==> config.mk <==
export PLATFORM = sky130hd
export DESIGN_NAME = aoi_vector_finder_flat
export DESIGN_NICKNAME = d
export VERILOG_FILES = /design/src/rtl/aoi_vector_finder_if.sv /design/src/rtl/aoi_vector_finder.sv /design/src/flat_wrapper.sv
export SDC_FILE = /design/constraint.sdc
export NUM_CORES = 1
export LEC_CHECK = 0
export BUFFER_PORTS_ARGS = -buffer_cell sky130_fd_sc_hd__buf_2
export CORE_MARGIN = 5
export CORE_UTILIZATION = 46
export DETAILED_ROUTE_END_ITERATION = 16
export GPL_ROUTABILITY_DRIVEN = 0
export PLACE_DENSITY_LB_ADDON = 0.3
export SYNTH_ARGS = -nofsm -noshare
export SYNTH_HDL_FRONTEND = slang
export SYNTH_SLANG_ARGS = --single-unit
==> constraint.sdc <==
create_clock -name clk -period 2 [get_ports clk]
set_input_delay 0.1 -clock clk [delete_from_list [all_inputs] [get_ports clk]]
set_output_delay 0.1 -clock clk [all_outputs]
set_load 0.02 [all_outputs]
==> src/rtl/aoi_vector_finder_if.sv <==
// aoi_vector_finder_if: start/result/vector-stream bundle for the inverse cell evaluator
interface aoi_vector_finder_if;
  logic start;
  logic target;
  logic vec_ready;
  logic busy;
  logic vec_valid;
  logic [2:0] vec;
  logic done;
  logic [3:0] match_count;
  modport master (
    output start, target, vec_ready,
    input  busy, vec_valid, vec, done, match_count
  );
  modport slave (
    input  start, target, vec_ready,
    output busy, vec_valid, vec, done, match_count
  );
endinterface

==> src/rtl/aoi_vector_finder.sv <==
// aoi_vector_finder: walks {A,B,C} in ascending order and streams every vector whose
// cell output equals the requested target, then pulses done with the match count.
module aoi_vector_finder #(
  parameter logic [7:0] TRUTH = 8'b0001_0101
) (
  input logic clk,
  input logic rst_n,
  aoi_vector_finder_if.slave bus
);
  typedef enum logic [1:0] {IDLE, SCAN, EMIT, DONE} state_t;
  state_t state, state_nx;
  logic [2:0] idx;
  logic [2:0] vec_q;
  logic [3:0] cnt;
  logic tgt_q;
  logic hit;
  logic last;
  logic hs;
  assign hit  = TRUTH[idx] == tgt_q;
  assign last = idx == 3'd7;
  assign hs   = state == EMIT && bus.vec_ready;
  always_ff @(posedge clk or negedge rst_n)
    if (!rst_n) state <= IDLE;
    else        state <= state_nx;
  always_comb begin
    state_nx = state;
    case (state)
      IDLE:    state_nx = bus.start ? SCAN : IDLE;
      SCAN:    state_nx = hit ? EMIT : (last ? DONE : SCAN);
      EMIT:    state_nx = !bus.vec_ready ? EMIT : (last ? DONE : SCAN);
      default: state_nx = IDLE;
    endcase
  end
  always_comb begin
    bus.busy        = state != IDLE;
    bus.vec_valid   = state == EMIT;
    bus.done        = state == DONE;
    bus.vec         = vec_q;
    bus.match_count = cnt;
  end
  // idx stops at 7 so the search can never wrap and re-emit a vector
  always_ff @(posedge clk or negedge rst_n)
    if (!rst_n) begin
      idx   <= 3'd0;
      vec_q <= 3'd0;
      cnt   <= 4'd0;
      tgt_q <= 1'b0;
    end else begin
      if (state == IDLE && bus.start) begin
        tgt_q <= bus.target;
        idx   <= 3'd0;
        cnt   <= 4'd0;
      end
      if (state == SCAN && hit) vec_q <= idx;
      if (((state == SCAN && !hit) || hs) && !last) idx <= idx + 3'd1;
      if (hs) cnt <= cnt + 4'd1;
    end
endmodule
==> src/flat_wrapper.sv <==
// flat-port wrapper written by rule: the top's interface ports become plain ports
module aoi_vector_finder_flat 
#(
  parameter logic [7:0] TRUTH = 8'b0001_0101
)
  (clk, rst_n, bus_start, bus_target, bus_vec_ready, bus_busy, bus_vec_valid, bus_vec, bus_done, bus_match_count);
  aoi_vector_finder_if bus_i ();
  input logic clk;
  input logic rst_n;
  input wire logic [$bits(bus_i.start)-1:0] bus_start;
  input wire logic [$bits(bus_i.target)-1:0] bus_target;
  input wire logic [$bits(bus_i.vec_ready)-1:0] bus_vec_ready;
  output wire logic [$bits(bus_i.busy)-1:0] bus_busy;
  output wire logic [$bits(bus_i.vec_valid)-1:0] bus_vec_valid;
  output wire logic [$bits(bus_i.vec)-1:0] bus_vec;
  output wire logic [$bits(bus_i.done)-1:0] bus_done;
  output wire logic [$bits(bus_i.match_count)-1:0] bus_match_count;
  assign bus_i.start = bus_start;
  assign bus_i.target = bus_target;
  assign bus_i.vec_ready = bus_vec_ready;
  assign bus_busy = bus_i.busy;
  assign bus_vec_valid = bus_i.vec_valid;
  assign bus_vec = bus_i.vec;
  assign bus_done = bus_i.done;
  assign bus_match_count = bus_i.match_count;
  aoi_vector_finder #(.TRUTH(TRUTH)) u_core (.clk(clk), .rst_n(rst_n), .bus(bus_i));
endmodule
Word level (Yosys, flattened, before mapping)
Memory sizes are Yosys's and may differ from the RTL's.
Cells that the tools add are included.

word-level totals
  flip-flop bits (word level) = 13
  input port bits = 5
  ROM bits = 8
  output and inout port bits = 10
  memories = 1

cells by class
  $add $sub $neg = 2
  eq/ne operators = 5
  magnitude comparators = 1
  multiplexer cells = 10
  reduce and logical (&&, ||, !) cells = 12

memories
  memory           depth  width  read ports  clocked after Yosys merged registers in  wr ports  RTL line                 source
  (no name shown)  8      1      1           0                                        0         aoi_vector_finder.sv:19  assign hit = TRUTH[idx] == tgt_q;

operator list
  kind                                                                           count
  4-bit two-way mux                                                              2
  2-bit two-way mux                                                              3
  3-bit two-way mux                                                              2
  2-bit one-hot mux with 3 select lines                                          1
  2-bit nonzero test                                                             3
  1-bit logical AND                                                              5
  4-bit by 1-bit adder with 4-bit output (second input constant)                 1
  2-bit equality test (second input constant)                                    2
  3-bit by 4-bit less-than comparator with 1-bit output (second input constant)  1
  3-bit by 1-bit adder with 3-bit output (second input constant)                 1
  3-bit equality test (second input constant)                                    1
  2-bit by 1-bit equality test with 1-bit output (second input constant)         1
  1-bit logical NOT                                                              2
  2-bit logical NOT                                                              1
  1-bit two-way mux                                                              2
  1-bit equality test                                                            1
  1-bit logical OR                                                               1

Depth between registers and ports, before layout
Gate-level depths: netlist of run 1.

  depth after elaboration = 8
  mapped depth = 6
  mapped depth without buffers = 6

Worst setup path before layout of run 1
OpenSTA, ideal clock, no wires.

  kind = register to register
  start = register u_core.idx[0]
  end = register u_core.idx[1]
  cell stages (with the launch flop) = 7
  setup slack = -0.032 ns
  data arrival time = 1.905 ns
  required time = 1.872 ns
  period minus slack after synthesis = 2.032 ns
  setup time = 0.128 ns
  path buffers = 0
  cell sequence = dfrtp_1 -> ha_1 -> ha_1 -> nor3b_2 -> or4b_1 -> o211ai_2 -> mux2_1

on the way
  cells in the longest elaborated chain, start to end = 8

RTL lines
  element                                                         RTL line                 source
  start, declared                                                 aoi_vector_finder.sv:12  logic [2:0] idx;
  start signal, assigned                                          aoi_vector_finder.sv:55  if (((state == SCAN && !hit) || hs) && !last) idx <= idx + 3'd1;
  memory 8 x 1 bit                                                -
  1-bit two-way mux (not written as such)                         aoi_vector_finder.sv:19
  1-bit equality test                                             aoi_vector_finder.sv:19
  1-bit logical NOT                                               aoi_vector_finder.sv:55
  1-bit logical AND                                               aoi_vector_finder.sv:55
  1-bit logical OR                                                aoi_vector_finder.sv:55
  1-bit logical AND                                               aoi_vector_finder.sv:55
  3-bit two-way mux / 2-bit nonzero test (equally long branches)  -

Parallel ways exist; a longest one is shown, timed or not. The select of a mux whose other input is x is not followed.
A chain may end at the register's enable or synchronous reset.

Worst setup path after layout of run 1
  start = register u_core.idx[1]
  end = register u_core.idx[1]

The elaborated chain is that of the path after synthesis.

==> summary.md, run 1 <==
| Metric | Value |
|---|---|
| Worst min path class | in -> reg |
| Fin area | approximately 950 um2 |
| Logic pwr share | 0.566 |
| Largest net degree at the start of global routing | 14 |
| Dpl hpwl | roughly 1100 um |
| Cell-internal power | approximately 0.85 mW |
| Hold depth | 2 |
| Vias per cell | about 5.3 |
| Initial antenna violation count | 0 |
| Met1 wire length | 643 um |
| Switching Fraction | 0.398 |
| YS warnings | 0 |
| Tot Pwr | between 1 and 1.5 mW |
| Final cell utilization of the core | 0.637 |
| Headroom to the max-slew limit | 0.795 |
| Fmax achieved | 500 MHz |
| Clk pwr share | 0.117 |
| Least-Margin Pin Slew | approximately 0.31 ns |
| Tot GR Track Use | 0.141 |
| Syn nets | 75 |
| Routed WL per cell | between 10 and 15 um |
| Buffers on Ports | 14 |
| Cell Chain, Critical Path | ha_2 -> ha_4 -> nor3b_4 -> or4b_4 -> o211ai_4 -> mux2_4 |
| Maxcap violations | 0 |
| Setup TNS | -0.0000540 ns |
| Clk_lat worst skew | about 0.28 ns |
| Die footprint | roughly 0.0024 mm2 |
| Kind of critical path | reg -> reg |
| H-tree levels | 1 |
| Avg Inst Size Synth | 10.8 um2 |
| Sinks on Clock Net | 13 |
| Failing checks | setup timing |
| CTS tree | yes |
| Commonest non-fill, non-tap cells in the layout | buf_2, dfrtp_1, nand2_1, buf_4, inv_1 |
| Post-route ant nets | 0 |
| First-pass GRT wire length | between 2000 and 3000 um |
| Top sig layer | met4 |
| Initial core utilization | 0.477 |
| Area delta synth->final | 33.5% |
| Synth Instances | 66 |
| Final hold vios | 0 |
| R2R depth | 6 |
| Antenna diodes | 0 |
| Core ar. | about 0.0015 mm2 |
| Sequential share of the synthesized area | 0.458 |
| Worst path max stage delay | 0.50 ns |
| FF+latch area | between 300 and 400 um2 |
| CTS Buf Count | 3 |
| Minimum clock period after layout | around 2 ns |
| Number of global-route vias before repair | approximately 580 |
| Seq cells post-synth | 13 |
| Layout cells sized above 1 | 0.415 |
| Number of fillers in the final layout | 111 |
| Peak supply drop | just over 700 uV |
| Pins over their slew limit | 0 |
| Clock skew | roughly 0.0044 ns |
| Pre-antenna DRT Iters | 4 |
| Final worst slack | -0.0000540 ns |
| Grt total ovfl | 0 |
| Area of the multi-input gates | 399 um2 |
| Placed inst area | ~830 um2 |
| CTS Buffer Depth | 2 |
| CP max FO | 3 |
| Leakage | roughly 0.49 nW |
| Die W | between 40 and 50 um |
| Total Nets Final | approximately 100 |
| Die span in y | approximately 49 um |
| CTS root buffer | clkbuf_4 |
| Sequential fraction of design power | 0.318 |
| CP Capture Type | flop |
| Startpoint Class | flop |
| CP max stage cell | or4b_4 |
| WL met3 | 82 um |
| Cell variety after synth | 25 |
| Post-synthesis instance area | around 710 um2 |
| Iter 0 DRT Violations | 5 |
| Worst path required time | approximately 2.2 ns |
| Non-filler cells, final | 110 |
| DRT Wirelength | 1520 um |
| RSZ-0062 raised after global routing | true |
| Dpl cells | 100 |
| DR DRC count | 0 |
| Routed via count | 582 |
| Pwr per Cell Area | 1490 mW/mm2 |
| Setup violators final | 1 |
| I/O Pins | 15 |
| Psw | about 0.56 mW |
| # rows | 14 |
| Crit path arrival time | roughly 2.2 ns |
| WL met2 | 759 um |
| Final period util | 1.00 |
| CTS clock-pin slew for the worst setup and hold paths | about 0.07 ns |
| Outcome | finished, violations left |
| Commonest non-fill, non-tap cell in the layout | buf_2 |
==> layout make-up <==
cell class	instances	area share
Multi-Input combinational cell	46	0.421
Sequential cell	13	0.343
Timing Repair Buffer	24	0.160
Clock buffer	4	0.0277
Inverter	7	0.0277
Tap cell	16	0.0211
==> worst max-delay path: cells and delay by family (launching register included) <==
kind | cells | cell delay [ns]
AND/OR/NAND/NOR | 2 | 0.68
multiplexers | 1 | 0.32
flip-flops | 1 | 0.40
adder cells (fa/ha/maj) | 2 | 0.37
AO/OA/AOI/OAI | 1 | 0.12
==> cell usage after synthesis <==
cell,number,area share
and3b_1,1,0.012
or4b_1,1,0.014
nand2_1,8,0.042
a31oi_1,1,0.0088
mux2_4,3,0.063
nor3b_2,1,0.018
o211ai_2,1,0.018
mux2_2,1,0.016
mux2_1,1,0.016
dfrtp_1,13,0.46
and2_1,2,0.018
a211o_4,1,0.025
nand4_1,1,0.0088
a21oi_1,2,0.014
or3_4,1,0.016
inv_1,7,0.037
nor2b_1,2,0.018
mux2i_1,2,0.028
ha_1,4,0.070
nand3_1,3,0.021
xor2_1,1,0.012
nor2_1,2,0.011
o211ai_1,2,0.021
o21ai_0,4,0.028
o21ai_1,1,0.0070
==> through the flow <==
| step | worst slack, ns | hold WS (ns) |
|---|---|---|
| after floorplan | 0.00298 | -0.196 |
| after global placement | 0.0760 | 0.00396 |
| after detailed placement | 0.000953 | 0.00704 |
| after CTS | 0.0164 | 0.0305 |
| after global routing | -0.0625 | 0.0356 |
| final | -0.0000540 | 0.0346 |
==> per-layer routing <==
| metal | GRT usage | vias up |
|---|---|---|
| met1 | 0.163 | 272 |
| met2 | 0.238 | 16 |
| met4 | 0.0807 | 0 |
| li1 | - | 288 |
| met5 | 0 | - |
| met3 | 0.0245 | 6 |
==> cells by family (layout without fill, tap and decap cells) <==
kind of cell             Yosys count  in the layout  synth area share
buffers and inverters              7             35            0.0370
adder cells (fa/ha/maj)            4              4            0.0704
AND/OR/NAND/NOR                   22             22             0.178
flip-flops                        13             13             0.458
AO/OA/AOI/OAI                     12             12             0.121
multiplexers                       7              7             0.123
XOR/XNOR                           1              1            0.0123
==> path summary, 6_finish.rpt <==
check                                     startpoint                        end  slack, ns
setup / recovery                       u_core.idx[1]              u_core.idx[1]   -0.00005
hold / removal                             bus_start  u_core.bus.match_count[2]       0.03
setup reg to reg                       u_core.idx[1]              u_core.idx[1]   -0.00005
hold reg to reg            u_core.bus.match_count[3]  u_core.bus.match_count[3]       0.50
max in group asynchronous                      rst_n          u_core.bus.vec[1]       1.53
min in group asynchronous                      rst_n  u_core.bus.match_count[0]       0.23
==> timing repair <==
| action | CTS | global route |
|---|---|---|
| hold endpoints to repair | 13 | 0 |
| buffers inserted | 2 | 3 |
| hold buffers | 1 | 0 |
| endpoints found under the setup margin | 1 | 6 |
| resized for setup | 3 | 5 |
| pin swaps | 1 | 3 |
==> sequential cells by signal, summed over array words and instances (netlist names) <==
| register | flops |
|---|---|
| u_core.bus.vec | 3 |
| u_core.tgt_q | 1 |
| u_core.state | 2 |
| u_core.bus.match_count | 4 |
| u_core.idx | 3 |
==> power groups by stage <==
stage | Sequential, mW | Clock (mW) | Combinational, mW
detailed placement | 0.446 | 0 | 0.655
global route | 0.464 | 0.189 | 0.869
global placement | 0.437 | 0 | 0.639
floorplan | 0.484 | 0 | 0.408
finish | 0.448 | 0.165 | 0.797
CTS | 0.439 | 0.168 | 0.717
(Power assumes the default switching activity.)
==> run 2, diff against run 1 <==
--- a/config.mk
+++ b/config.mk
@@ -7,7 +7,7 @@
 export LEC_CHECK = 0
 export BUFFER_PORTS_ARGS = -buffer_cell sky130_fd_sc_hd__buf_2
 export CORE_MARGIN = 5
-export CORE_UTILIZATION = 46
+export CORE_UTILIZATION = 51
 export DETAILED_ROUTE_END_ITERATION = 16
 export GPL_ROUTABILITY_DRIVEN = 0
 export PLACE_DENSITY_LB_ADDON = 0.3
==> constraint.sdc (replaced) <==
create_clock -name clk -period 2.05 [get_ports clk]
set_input_delay 0.1025 -clock clk [delete_from_list [all_inputs] [get_ports clk]]
set_output_delay 0.1025 -clock clk [all_outputs]
set_load 0.02 [all_outputs]
==> run 2 against run 1 <==
Against the previous run: the flow now finishes without violations; wire length down 1.4%; sequential power barely moved; sequential cell count is the same; via count shrank 2.1%; maximum frequency is 1.2% lower; critical endpoint unchanged; largest cell class unchanged.
==> summary.md, run 2 (synthesis results as in run 1) <==
| Metric | Value |
|---|---|
| Outcome | finished, final reports clean (was finished, violations left) |
| Pwr per Cell Area | 1440 mW/mm2 (was 1490 mW/mm2) |
| DRT Wirelength | 1500 um (was 1520 um) |
| Layout cells sized above 1 | 0.396 (was 0.415) |
| # rows | 13 (was 14) |
| Core ar. | 0.00132 mm2 (was 0.00149 mm2) |
| Grt total ovfl | 0 (unchanged) |
| RSZ-0062 raised after global routing | true (unchanged) |
| Vias per cell | 5.38 (was 5.29) |
| First-pass GRT wire length | 2260 um (was 2600 um) |
| Dpl cells | 98 (was 100) |
| Setup violators final | 0 (was 1) |
| Antenna diodes | 0 (unchanged) |
| I/O Pins | 15 (unchanged) |
| Clk_lat worst skew | 0.28 ns (about the same) |
| Number of fillers in the final layout | 101 (was 111) |
| Area of the multi-input gates | 393 um2 (was 399 um2) |
| Initial antenna violation count | 0 (unchanged) |
| R2R depth | 6 (unchanged) |
| Least-Margin Pin Slew | 0.297 ns (was 0.307 ns) |
| Post-route ant nets | 0 (unchanged) |
| Number of global-route vias before repair | 527 (was 577) |
| CTS root buffer | clkbuf_4 (unchanged) |
| CTS Buf Count | 3 (unchanged) |
| Setup TNS | 0 ns (was -0.0000540 ns) |
| DR DRC count | 0 (unchanged) |
| Worst r2r dst | u_core.idx[1] (unchanged) |
| Pins over their slew limit | 0 (unchanged) |
| Crit path arrival time | 2.19 ns (was 2.17 ns) |
| CTS clock-pin slew for the worst setup and hold paths | 0.08 ns (was 0.07 ns) |
| Die W | 47.3 um (was 49.3 um) |
| Hold path endpoint | u_core.tgt_q (was u_core.bus.match_count[2]) |
| Sinks on Clock Net | 13 (unchanged) |
| Pre-antenna DRT Iters | 4 (unchanged) |
| Routed via count | 570 (was 582) |
| FF+latch area | 325 um2 (unchanged) |
| Non-filler cells, final | 106 (was 110) |
| Startpoint Class | flop (unchanged) |
| Die footprint | 0.00224 mm2 (was 0.00243 mm2) |
| Fmax achieved | 494 MHz (was 500 MHz) |
| Iter 0 DRT Violations | 4 (was 5) |
| Tot GR Track Use | 0.152 (was 0.141) |
| Buffers on Ports | 14 (unchanged) |
| Minimum clock period after layout | 2.02 ns (was 2.00 ns) |
| Initial core utilization | 0.539 (was 0.477) |
| Total Nets Final | 101 (was 104) |
| Reg2Reg Setup Slack | 0.03 ns (was -0.00005 ns) |
| Commonest non-fill, non-tap cell in the layout | buf_2 (unchanged) |
| CTS tree | yes (unchanged) |
| Area delta synth->final | 29.2% (was 33.5%) |
| Worst path required time | 2.22 ns (was 2.17 ns) |
| CP Capture Type | flop (unchanged) |
| Hold depth | 2 (unchanged) |
| H-tree levels | 1 (unchanged) |
| Dpl hpwl | 1080 um (was 1110 um) |
| Hold_sp | bus_target (was bus_start) |
| Leakage | 0.472 nW (was 0.487 nW) |
| Commonest non-fill, non-tap cells in the layout | buf_2, dfrtp_1, nand2_1 (was buf_2, dfrtp_1, nand2_1, buf_4, inv_1) |
| Final period util | 0.988 (was 1.00) |
| Worst min path class | in -> reg (unchanged) |
| Kind of critical path | reg -> reg (unchanged) |
| Maxcap violations | 0 (unchanged) |
| Routed WL per cell | 14.1 um (was 13.8 um) |
| Max reg flops | 4 (unchanged) |
| Peak supply drop | 895 uV (was 709 uV) |
| CTS Buffer Depth | 2 (unchanged) |
| Clock skew | 0.00271 ns (was 0.00436 ns) |
| Headroom to the max-slew limit | 0.801 (was 0.795) |
| Die span in y | 47.3 um (was 49.3 um) |
| Final hold vios | 0 (unchanged) |
| Reg-to-reg startpoint | u_core.idx[1] (unchanged) |
| CP max FO | 3 (unchanged) |
| Largest net degree at the start of global routing | 14 (unchanged) |
-- run 2: cell count changes in the layout (fill, tap and decap cells not counted), sizes merged --
cell,before,now
buf,23,20
-- run 2: stage by stage --
stage               hold WS [ns]   util  total power, mW  setup WS (ns)  cell area, um2
floorplan                 -0.193      -            0.869         0.0179             711
global placement         0.00211  0.624             1.03          0.105             822
detailed placement       0.00779  0.624             1.06         0.0479             822
CTS                       0.0509  0.651             1.22        0.00620             858
global route              0.0539  0.697             1.43        -0.0197             918
finish                    0.0514  0.697             1.32         0.0253             918
-- run 2: critical path, stage by stage, from the launching register on --
cell	delay, ns
dfrtp_1	0.40
ha_2	0.20
ha_4	0.16
nor3b_2	0.20
or4b_4	0.50
o211ai_4	0.12
mux2_4	0.32
-- run 2: report_power, final --
part           switching, mW  internal, mW
clock network         0.0827        0.0755
logic                  0.347         0.372
registers              0.100         0.346
-- run 2: worst max-delay path by stage --
stage | startpoint | end | slack, ns
2_1_floorplan | u_core.idx[0] | u_core.idx[1] | 0.02
3_3_place_gp | u_core.idx[0] | u_core.idx[1] | 0.11
3_5_place_dp | u_core.idx[0] | u_core.idx[1] | 0.05
4_1_cts | u_core.idx[0] | u_core.idx[1] | 0.006
5_1_grt | u_core.idx[0] | u_core.idx[1] | -0.02
6_report | u_core.idx[1] | u_core.idx[1] | 0.03
-- run 2: layout make-up --
type / count / area share
clock buffers: 4 / 0.0286
inverters: 7 / 0.0286
multi-input cells: 46 / 0.428
flip-flops and latches: 13 / 0.354
well taps: 15 / 0.0204
repair buffers: 21 / 0.140
-- run 2: timing repair --
item	in CTS	in global routing
hold buffers	1	0
endpoints found under the hold margin	13	0
setup buffers	0	3
endpoints found under the setup margin	0	3
gates resized for setup	0	8
-- run 2: per-layer routing --
metal | GRT usage | up-vias | share of wire
met5 | 0 | - | 0
met3 | 0.0345 | 5 | 0.061
met1 | 0.169 | 268 | 0.42
li1 | - | 283 | -
met2 | 0.257 | 14 | 0.50
met4 | 0.0994 | 0 | 0.023
==> run 3, diff against run 2 <==
--- a/config.mk
+++ b/config.mk
@@ -10,7 +10,10 @@
 export CORE_UTILIZATION = 51
 export DETAILED_ROUTE_END_ITERATION = 16
 export GPL_ROUTABILITY_DRIVEN = 0
+export GPL_TIMING_DRIVEN = 0
 export PLACE_DENSITY_LB_ADDON = 0.3
+export SKIP_CTS_REPAIR_TIMING = 1
+export SKIP_LAST_GASP = 1
 export SYNTH_ARGS = -nofsm -noshare
 export SYNTH_HDL_FRONTEND = slang
 export SYNTH_SLANG_ARGS = --single-unit
==> run 3 against run 2 <==
Against the previous run: the run now ends with setup timing left; total power down 0.95%; clock power is essentially flat; first-iteration DRC count did not move; global-route usage grew 0.34 points; clock skew rose by 0.0015 ns.
==> summary.md, run 3 (synthesis results as in run 1) <==
| Metric | Value |
|---|---|
| Setup violators final | 1 (was 0) |
| Area of the multi-input gates | 390 um2 (was 393 um2) |
| Worst path required time | 2.22 ns (about the same) |
| CP max stage cell | or4b_4 (unchanged) |
| Non-filler cells, final | 104 (was 106) |
| Clock skew | 0.00424 ns (was 0.00271 ns) |
| Pre-antenna DRT Iters | 4 (unchanged) |
| First-pass GRT wire length | 2320 um (was 2260 um) |
| Final worst slack | -0.0121 ns (was 0.0253 ns) |
| Final hold vios | 0 (unchanged) |
| Core ar. | 0.00132 mm2 (unchanged) |
| Area delta synth->final | 26.2% (was 29.2%) |
| FF+latch area | 325 um2 (unchanged) |
| Layout cells sized above 1 | 0.371 (was 0.396) |
| Placed inst area | 800 um2 (was 822 um2) |
| DR DRC count | 0 (unchanged) |
| Pins over their slew limit | 0 (unchanged) |
| Initial core utilization | 0.539 (unchanged) |
| H-tree levels | 1 (unchanged) |
| Fmax achieved | 485 MHz (was 494 MHz) |
| Kind of critical path | reg -> reg (unchanged) |
| Iter 0 DRT Violations | 4 (unchanged) |
| Post-route ant nets | 0 (unchanged) |
| I/O Pins | 15 (unchanged) |
| CTS Buffer Depth | 2 (unchanged) |
| Die footprint | 0.00224 mm2 (unchanged) |
| CTS clock-pin slew for the worst setup and hold paths | 0.08 ns (about the same) |
| Worst path max stage delay | 0.50 ns (about the same) |
| Initial antenna violation count | 0 (unchanged) |
| Hold_sp | bus_start (was bus_target) |
| Antenna diodes | 0 (unchanged) |
| Startpoint Class | flop (unchanged) |
| Largest delay share family, worst path | simple AND/OR/NAND/NOR gates (unchanged) |
| DRT Wirelength | 1620 um (was 1500 um) |
| Sinks on Clock Net | 13 (unchanged) |
| Tot Pwr | 1.31 mW (was 1.32 mW) |
| Reg-to-reg startpoint | u_core.idx[0] (was u_core.idx[1]) |
| Hold WS | 0.0477 ns (was 0.0514 ns) |
| CP max FO | 3 (unchanged) |
| Critical path buffers and inverters | 0 (unchanged) |
| Final cell utilization of the core | 0.681 (was 0.697) |
| Max reg flops | 4 (unchanged) |
| Crit path arrival time | 2.23 ns (was 2.19 ns) |
| Peak supply drop | 730 uV (was 895 uV) |
| Routed via count | 576 (was 570) |
| Worst min path class | in -> reg (unchanged) |
| Failing checks | setup timing |
| Pwr per Cell Area | 1460 mW/mm2 (was 1440 mW/mm2) |
| Commonest non-fill, non-tap cells in the layout | buf_2, dfrtp_1, nand2_1 (unchanged) |
| # rows | 13 (unchanged) |
| Clk_lat worst skew | 0.28 ns (about the same) |
| Setup TNS | -0.0121 ns (was 0 ns) |
| Grt total ovfl | 0 (unchanged) |
| Vias per cell | 5.54 (was 5.38) |
| Pre-CTS setup slack | -0.109 ns (was 0.0479 ns) |
| Dpl cells | 95 (was 98) |
| Maxcap violations | 0 (unchanged) |
| Die span in y | 47.3 um (unchanged) |
| Dpl hpwl | 1090 um (was 1080 um) |
| Fin area | 897 um2 (was 918 um2) |
| Least-Margin Pin Slew | 0.297 ns (about the same) |
| Total Nets Final | 99 (was 101) |
| CP Capture Type | flop (unchanged) |
| Largest net degree at the start of global routing | 14 (unchanged) |
| Leakage | 0.460 nW (was 0.472 nW) |
| Tot GR Track Use | 0.155 (was 0.152) |
| Routed WL per cell | 15.6 um (was 14.1 um) |
| Commonest non-fill, non-tap cell in the layout | buf_2 (unchanged) |
| Number of global-route vias before repair | 516 (was 527) |
| Die W | 47.3 um (unchanged) |
| Minimum clock period after layout | 2.06 ns (was 2.02 ns) |
| CTS root buffer | clkbuf_4 (unchanged) |
| CTS tree | yes (unchanged) |
| RSZ-0062 raised after global routing | true (unchanged) |
| Number of fillers in the final layout | 97 (was 101) |
| Outcome | finished, violations left (was finished, final reports clean) |
| Headroom to the max-slew limit | 0.802 (was 0.801) |
| Crit. Startpoint | u_core.idx[0] (was u_core.idx[1]) |
| Buffers on Ports | 14 (unchanged) |
| Cell Chain, Critical Path | ha_2 -> ha_4 -> nor3b_2 -> or4b_4 -> o211ai_4 -> mux2_4 (unchanged) |
| Final period util | 1.01 (was 0.988) |
| CTS Buf Count | 3 (unchanged) |
==> run 3: per-layer routing <==
layer / vias to the layer above / share of wire / track usage
li1: 277 / - / -
met1: 276 / 0.41 / 0.167
met2: 20 / 0.51 / 0.278
met3: 3 / 0.057 / 0.0460
met4: 0 / 0.012 / 0.0663
met5: - / 0 / 0
==> run 3: final timing paths <==
path,to,slack [ns],cells past startpoint
setup / recovery,u_core.idx[1],-0.01,6
hold / removal,u_core.bus.match_count[2],0.05,2
setup reg to reg,u_core.idx[1],-0.01,6
hold reg to reg,u_core.bus.match_count[3],0.49,1
max in group asynchronous,u_core.idx[2],1.57,2
min in group asynchronous,u_core.bus.vec[1],0.25,2
==> run 3: final cells by class <==
cell class / count / share of cell area
inverter: 7 / 0.0293
multi-input combinational: 46 / 0.435
timing repair buffer: 19 / 0.123
clock buffer: 4 / 0.0293
sequential: 13 / 0.363
tap: 15 / 0.0209
==> run 3: report_power, final <==
| part | switching (mW) | internal (mW) |
|---|---|---|
| combinational | 0.352 | 0.347 |
| sequential | 0.109 | 0.346 |
| clock | 0.0815 | 0.0755 |
==> run 3: worst register-to-register path: cells and delay by family, from the launching register on <==
family / cells / cell delay, ns
fa+ha+maj: 2 / 0.39
simple gates: 2 / 0.71
mux: 1 / 0.32
compound gates: 1 / 0.12
flops: 1 / 0.41
